[src/rtl/apb_master_arbiter.sv]
// Two-client round-robin APB master: grants one client, runs SETUP/ACCESS
// on the shared slave, returns rdata/err with a req_done pulse. Registered outputs.
module apb_master_arbiter #(
  parameter int ADDR_WIDTH = 8,
  parameter int DATA_WIDTH = 32,
  parameter int TIMEOUT    = 16
) (
  input  logic                    PCLK,
  input  logic                    PRESETn,
  input  logic [1:0]              req_valid,
  input  logic [1:0]              req_write,
  input  logic [2*ADDR_WIDTH-1:0] req_addr,
  input  logic [2*DATA_WIDTH-1:0] req_wdata,
  output logic [1:0]              req_done,
  output logic [DATA_WIDTH-1:0]   rsp_rdata,
  output logic                    rsp_err,
  output logic                    busy,
  output logic                    grant_id,
  output logic                    PSEL,
  output logic                    PENABLE,
  output logic                    PWRITE,
  output logic [ADDR_WIDTH-1:0]   PADDR,
  output logic [DATA_WIDTH-1:0]   PWDATA,
  input  logic [DATA_WIDTH-1:0]   PRDATA,
  input  logic                    PREADY
);

  typedef enum logic [1:0] {
    S_IDLE,
    S_SETUP,
    S_ACCESS
  } state_t;

  localparam int CW = (TIMEOUT > 1) ? $clog2(TIMEOUT) : 1;
  localparam logic [CW-1:0] TLAST =
    CW'((TIMEOUT > 0) ? TIMEOUT - 1 : 0);

  state_t state_q, state_d;
  logic   rr_q, rr_d;
  logic [CW-1:0] cnt_q, cnt_d;
  logic   grant_q, grant_d;
  logic   psel_q, psel_d;
  logic   penable_q, penable_d;
  logic   pwrite_q, pwrite_d;
  logic [ADDR_WIDTH-1:0] paddr_q, paddr_d;
  logic [DATA_WIDTH-1:0] pwdata_q, pwdata_d;
  logic [1:0] done_q, done_d;
  logic [DATA_WIDTH-1:0] rdata_q, rdata_d;
  logic   err_q, err_d;
  logic   busy_q, busy_d;

  logic win;
  logic to_hit;

  // rr_q names the tie winner; a lone requester always wins
  always_comb begin
    unique case (req_valid)
      2'b01:   win = 1'b0;
      2'b10:   win = 1'b1;
      default: win = rr_q;
    endcase
  end

  assign to_hit = (TIMEOUT != 0) && (cnt_q == TLAST);

  always_comb begin
    state_d   = state_q;
    rr_d      = rr_q;
    cnt_d     = cnt_q;
    grant_d   = grant_q;
    psel_d    = psel_q;
    penable_d = penable_q;
    pwrite_d  = pwrite_q;
    paddr_d   = paddr_q;
    pwdata_d  = pwdata_q;
    done_d    = 2'b00;
    rdata_d   = rdata_q;
    err_d     = err_q;
    busy_d    = busy_q;
    unique case (state_q)
      S_IDLE: begin
        if (|req_valid) begin
          grant_d  = win;
          pwrite_d = req_write[win];
          paddr_d  = win ? req_addr[2*ADDR_WIDTH-1:ADDR_WIDTH]
                         : req_addr[ADDR_WIDTH-1:0];
          pwdata_d = win ? req_wdata[2*DATA_WIDTH-1:DATA_WIDTH]
                         : req_wdata[DATA_WIDTH-1:0];
          psel_d   = 1'b1;
          busy_d   = 1'b1;
          cnt_d    = '0;
          state_d  = S_SETUP;
        end
      end
      S_SETUP: begin
        penable_d = 1'b1;
        state_d   = S_ACCESS;
      end
      S_ACCESS: begin
        // PREADY wins over a timeout landing in the same cycle
        if (PREADY || to_hit) begin
          done_d    = grant_q ? 2'b10 : 2'b01;
          rdata_d   = (PREADY && !pwrite_q) ? PRDATA : '0;
          err_d     = !PREADY;
          psel_d    = 1'b0;
          penable_d = 1'b0;
          busy_d    = 1'b0;
          rr_d      = ~grant_q;
          state_d   = S_IDLE;
        end else begin
          cnt_d = cnt_q + 1'b1;
        end
      end
      default: state_d = S_IDLE;
    endcase
  end

  always_ff @(posedge PCLK or negedge PRESETn) begin
    if (!PRESETn) begin
      state_q   <= S_IDLE;
      rr_q      <= 1'b0;
      cnt_q     <= '0;
      grant_q   <= 1'b0;
      psel_q    <= 1'b0;
      penable_q <= 1'b0;
      pwrite_q  <= 1'b0;
      paddr_q   <= '0;
      pwdata_q  <= '0;
      done_q    <= 2'b00;
      rdata_q   <= '0;
      err_q     <= 1'b0;
      busy_q    <= 1'b0;
    end else begin
      state_q   <= state_d;
      rr_q      <= rr_d;
      cnt_q     <= cnt_d;
      grant_q   <= grant_d;
      psel_q    <= psel_d;
      penable_q <= penable_d;
      pwrite_q  <= pwrite_d;
      paddr_q   <= paddr_d;
      pwdata_q  <= pwdata_d;
      done_q    <= done_d;
      rdata_q   <= rdata_d;
      err_q     <= err_d;
      busy_q    <= busy_d;
    end
  end

  assign req_done  = done_q;
  assign rsp_rdata = rdata_q;
  assign rsp_err   = err_q;
  assign busy      = busy_q;
  assign grant_id  = grant_q;
  assign PSEL      = psel_q;
  assign PENABLE   = penable_q;
  assign PWRITE    = pwrite_q;
  assign PADDR     = paddr_q;
  assign PWDATA    = pwdata_q;

endmodule

[config.mk]
export PLATFORM = sky130hd
export DESIGN_NAME = apb_master_arbiter
export DESIGN_NICKNAME = d
export VERILOG_FILES = /design/src/rtl/apb_master_arbiter.sv
export SDC_FILE = /design/constraint.sdc
export NUM_CORES = 1
export LEC_CHECK = 0
export CELL_PAD_IN_SITES_DETAIL_PLACEMENT = 1
export CELL_PAD_IN_SITES_GLOBAL_PLACEMENT = 1
export CORE_MARGIN = 4
export CORE_UTILIZATION = 29
export CTS_CLUSTER_SIZE = 10
export DETAILED_ROUTE_END_ITERATION = 12
export PLACE_DENSITY_LB_ADDON = 0.1
export SLEW_MARGIN = 20
export SYNTH_ARGS = -nofsm -noshare
export SYNTH_HDL_FRONTEND = slang
export SYNTH_SLANG_ARGS = --single-unit
[constraint.sdc]
create_clock -name PCLK -period 1.74 [get_ports PCLK]
set_clock_uncertainty 0.1 [all_clocks]
set_input_delay 0.261 -clock PCLK [delete_from_list [all_inputs] [get_ports PCLK]]
set_output_delay 0.261 -clock PCLK [all_outputs]
set_load 0.02 [all_outputs]
* Yosys cells after proc, flatten, opt, wreduce, memory -nomap -nowiden
Index checks and enable logic that the tools add are counted.
** Word-level totals
- Output and inout port bits :: 80
- Register bits after elaboration :: 86
- Input bits :: 119
** Operators by class
- Reductions and logical operators :: 14
- Add/subtract/negate cells :: 1
- Equal/unequal tests :: 8
- Bitwise logic cells :: 1
- $lt $le $gt $ge :: 1
- Muxes and demuxes :: 19
** Operators by type and width (number)
- 32-bit 2-to-1 mux :: 2
- 2-bit 2-to-1 mux :: 5
- 4-bit 2-to-1 mux :: 2
- 8-bit 2-to-1 mux :: 1
- 4-bit case mux with 2 select lines :: 1
- 2-bit AND reduction :: 4
- 2-bit inequality test (second input constant) :: 3
- 1-bit case mux with 2 select lines :: 3
- 2-bit case mux with 3 select lines :: 1
- 3-bit AND reduction :: 2
- 4-bit by 1-bit adder with 4-bit output (second input constant) :: 1
- 2-bit by 1-bit == test with 1-bit output (second input constant) :: 2
- 2-bit == test (second input constant) :: 2
- 4-bit == test (second input constant) :: 1
- 1-bit 2-to-1 mux :: 4
- 2-bit nonzero test :: 2
- 1-bit logical NOT :: 2
- 2-bit logical NOT :: 1
- 1-bit by 2-bit < comparator with 1-bit output (second input constant) :: 1
- 2-bit OR reduction :: 1
- 1-bit logical AND :: 1
- 1-bit logical OR :: 1
- 1-bit inverter :: 1

* Logic depth before layout (Yosys ltp)
- Depth in word-level cells :: 4
- Mapped depth :: 8
- Gate-level depth less buffers :: 6

* Worst setup path after synthesis
OpenSTA, ideal clock, no wires.
- Path type :: in2reg
- Start :: input port req_valid[0]
- End :: register pwdata_q[10], in the netlist PWDATA[10]
- Slack :: 96 ps
- Path buffers :: 1
- Arrival :: 1412 ps
- Required time :: 1508 ps
- Stages :: 6
- Path through :: inv_1 ha_1 mux2i_4 buf_6 mux2i_1 o21ai_1
** Between the ends
- Longest elaborated chain between the ends :: 3
- Elaborated cells between the ends (all ways) :: 6
- Those cells by class :: 2 x eq/ne; 2 x mux; 2 x reduce/logical
** RTL lines
- from (decl) :: line 10 : input logic [1:0] req_valid,
- 2-bit == test or 2-bit by 1-bit == test with 1-bit output (tied branches) :: line 57 : unique case (req_valid)
- 1-bit case mux with 2 select lines :: line 57
- 32-bit 2-to-1 mux :: line 87 : pwdata_d = win ? req_wdata[2*DATA_WIDTH-1:DATA_WIDTH]
- to (signal assigned) :: line 142 : pwdata_q <= pwdata_d;
- to (decl) :: line 46 : logic [DATA_WIDTH-1:0] pwdata_q, pwdata_d;
Parallel ways exist; a longest one is shown, timed or not.
A chain may end at the register's enable or synchronous reset.

* Final worst setup path
- Start :: register pwdata_q[17], in the netlist PWDATA[17]
- End :: output port PWDATA[17]
** RTL lines
- to (decl) :: line 23 : output logic [DATA_WIDTH-1:0] PWDATA,
No word-level cell between the ends.

==> summary.txt <==
Synthesis
  – Synthesized area per cell: 12.1 um^2
  – Post-Syn Area: 3670 um^2
  – Post-synth EDFFs: 0
  – Gate Count Post-Synth: 303
  – Synth top area cells: dfrtp_1 (59%), mux2i_1 (11%), a22o_1 (7.6%), o21ai_1 (5.4%), nand2_1 (4.4%)
  – Sequential area share after synthesis: 58.6%
  – Async SR Flop Fraction: 100%
  – Unique masters post-synth: 35
  – Synth area leader: dfrtp_1
  – Syn Nets: 425
  – Post-synth top flop: dfrtp_1
  – Post-synth top area share: 58.6%
  – Yosys reg bits: 86
  – Synth warn: 0

Detailed routing
  – First-pass DRT Iterations: 4
  – Vias: 3142
  – # DRC: 0
  – Routed wire per std cell: 17.3 um
  – Antenna Nets Post-Route: 0
  – Vias per cell: 4.59
  – WL final: 11800 um
  – Initial DRC count: 146

CTS
  – Maximum clock insertion buffer count: 2
  – CTS sink cnt: 86
  – CTS clk-pin slew, worst paths: 0.06 ns
  – Clk_lat worst skew: 0.34 ns
  – CTS tree: yes
  – Clock buffer count from CTS: 9
  – CTS H-Tree Depth: 3
  – Root buf cell: clkbuf_16

Timing
  – Final Hold Vio Count: 0
  – Slew @ Worst Pin: 0.490 ns
  – Max frequency: 594 MHz
  – Slew Viols, Final: 0
  – Setup ws final: 0.0569 ns
  – Hold WS: 0.342 ns
  – Crit path time final: 1.68 ns
  – RSZ-0062 raised after global routing: no
  – Rel. slew slack: 67.4%
  – Setup-failing EPs final: 0
  – Fin crit share: 96.7%

Pwr
  – Leakage: 2.90 nW
  – Sw Share: 37.0%
  – Pint: 6.92 mW
  – Seq pwr share: 31.4%
  – Part of the power in the clock network: 18.0%
  – Total power: 11.0 mW
  – Pwr dens: 1740 nW/um^2
  – Comb pwr share: 50.6%
  – P_sw: 4.07 mW
  – Max VDD drop: 860 uV

Cells and area
  – Post-route cell area: 6320 um^2
  – Fillers: 1328
  – Layout cell share with drive strength beyond 1: 9.28%
  – Layout area overhead: 72.1%
  – N_diodes: 0
  – Final nets: 634

Flow run
  – Max-cap violations: 0

Worst setup path
  – Max stage delay on crit path: 0.63 ns
  – Critical Path End Type: primary output
  – Cell breakdown of the critical path: clkdlybuf4s50_1
  – Crit Path Max Fanout: 2
  – Critical path's slowest cell: clkdlybuf4s50_1
  – WP buf/inv: 1
  – Worst Path Arrival: 1.32 ns
  – CP required: 1.38 ns
  – CP delay by family, top: buffers and inverters
  – Critical Path Start Type: register
  – CP Class: reg -> out

Floorplanning
  – Die area: 14500 um^2
  – Die W: 121 um
  – Area of the core: 12200 um^2
  – Initial Utilization: 30.1%
  – Num ports: 199
  – Die height: 121 um
  – Standard-cell rows: 40

Place
  – HPWL Detailed: 8600 um
  – IO buf count: 198
  – Pre-CTS WS: -0.516 ns
  – Gpl congestion: 0.733
  – Area post-placement: 5890 um^2

Global route
  – Vias in the first global route: 3417
  – Global-route wire length before repair: 18800 um
  – Largest net degree at the start of global routing: 61
  – Gr ovfl total: 0
  – Tot GR Track Use: 16.6%
  – Antenna violations before repair: 0

Hold path
  – Tightest Hold Check Type: in -> async

Run status
  – Status: completed
==> state kept, by name, summed over array words and instances, names as in the netlist <==
name       count
rsp_rdata     32
rsp_err        1
rr_q           1
PENABLE        1
PWDATA        32
PADDR          8
cnt_q          4
busy           1
state_q        2
grant_id       1
req_done       2
PWRITE         1
==> cell usage after synthesis (2+ instances only) <==
library cell / instances
dfrtp_1: 86
nand2_1: 43
mux2i_1: 42
o21ai_1: 40
a22o_1: 32
buf_6: 10
buf_2: 5
o21ai_0: 5
buf_4: 4
ha_1: 3
a21o_1: 2
and3_1: 2
clkbuf_2: 2
inv_1: 2
nand3_1: 2
nor2_1: 2
nor2b_1: 2
o21a_1: 2
==> layer usage <==
metal | GRT usage (%) | up-vias | part of all wire [%] | wire [um]
met3 | 5.43 | 12 | 7.3 | 866
met4 | 5.95 | 0 | 1.5 | 174
met2 | 26.8 | 107 | 48 | 5710
met1 | 20.9 | 1510 | 43 | 5060
li1 | - | 1513 | - | -
met5 | 0 | - | 0 | 0
==> final timing paths <==
check / from / endpoint / slack [ns] / depth (start not counted)
setup / recovery: PWDATA[17]$_DFFE_PN0P_ / PWDATA[17] / 0.06 / 1
hold / removal: PRESETn / rsp_rdata[22]$_DFFE_PN0P_ / 0.34 / 2
setup reg to reg: cnt_q[0]$_DFFE_PN0P_ / cnt_q[3]$_DFFE_PN0P_ / 0.15 / 4
hold reg to reg: PWDATA[8]$_DFFE_PN0P_ / PWDATA[8]$_DFFE_PN0P_ / 0.38 / 2
max in group asynchronous: PRESETn / PWDATA[18]$_DFFE_PN0P_ / 0.59 / 3
min in group PCLK: PWDATA[8]$_DFFE_PN0P_ / PWDATA[8]$_DFFE_PN0P_ / 0.38 / 2
==> layout make-up <==
class	count	area [um^2]	area share (%)
Timing Repair Buffer	220	2280	36.1
Clock buffer	12	256	4.06
Tap cell	168	210	3.32
Clock inverter	4	53.8	0.851
Multi-Input combinational cell	192	1350	21.4
Sequential cell	86	2150	34.0
Inverter	3	16.3	0.257
==> power groups by stage <==
stage / logic (mW) / registers, mW / clock network [mW]
floorplan: 1.89 / 4.46 / 0
global placement: 5.38 / 3.45 / 0
detailed placement: 5.47 / 3.48 / 0
CTS: 5.66 / 3.47 / 2.07
global route: 5.97 / 3.59 / 2.16
finish: 5.56 / 3.45 / 1.98
==> cells by family after synthesis <==
group           Yosys count  synth area share (%)
compound gates           89                  16.3
simple gates             57                  6.71
flops                    86                  58.6
mux                      43                  12.1
buf+inv                  25                  5.38
fa+ha+maj                 3                  1.02
==> cells in the final DEF, fill, tap and decap left out, types with 5 or more instances in the layout <==
cell type	netlist	final
buf_12	0	6
o21ai_1	40	41
a22o_1	32	32
dfrtp_1	86	86
dlymetal6s2s_1	0	5
mux2i_1	42	41
clkdlybuf4s50_1	0	188
nand2_1	43	43
buf_4	4	12
clkbuf_16	0	9
==> what timing repair did <==
action / CTS / global route
endpoints found under the setup margin: 46 / 6
buffers inserted: 3 / 0
gates cloned: 2 / 0
pin swaps: 2 / 0
hold buffers: 1 / 0
hold endpoints to repair: 35 / 0
gates resized for setup: 12 / 6
==> through the flow <==
stage	instances	setup TNS, ns	utilization, %
3_5_place_dp	663	-21.57	48.2
3_3_place_gp	663	-19.33	48.2
5_1_grt	685	0	51.8
6_report	685	0	51.8
4_1_cts	685	0	51.6
2_1_floorplan	303	0	-
No activity file was read; power rests on OpenSTA's default activity.
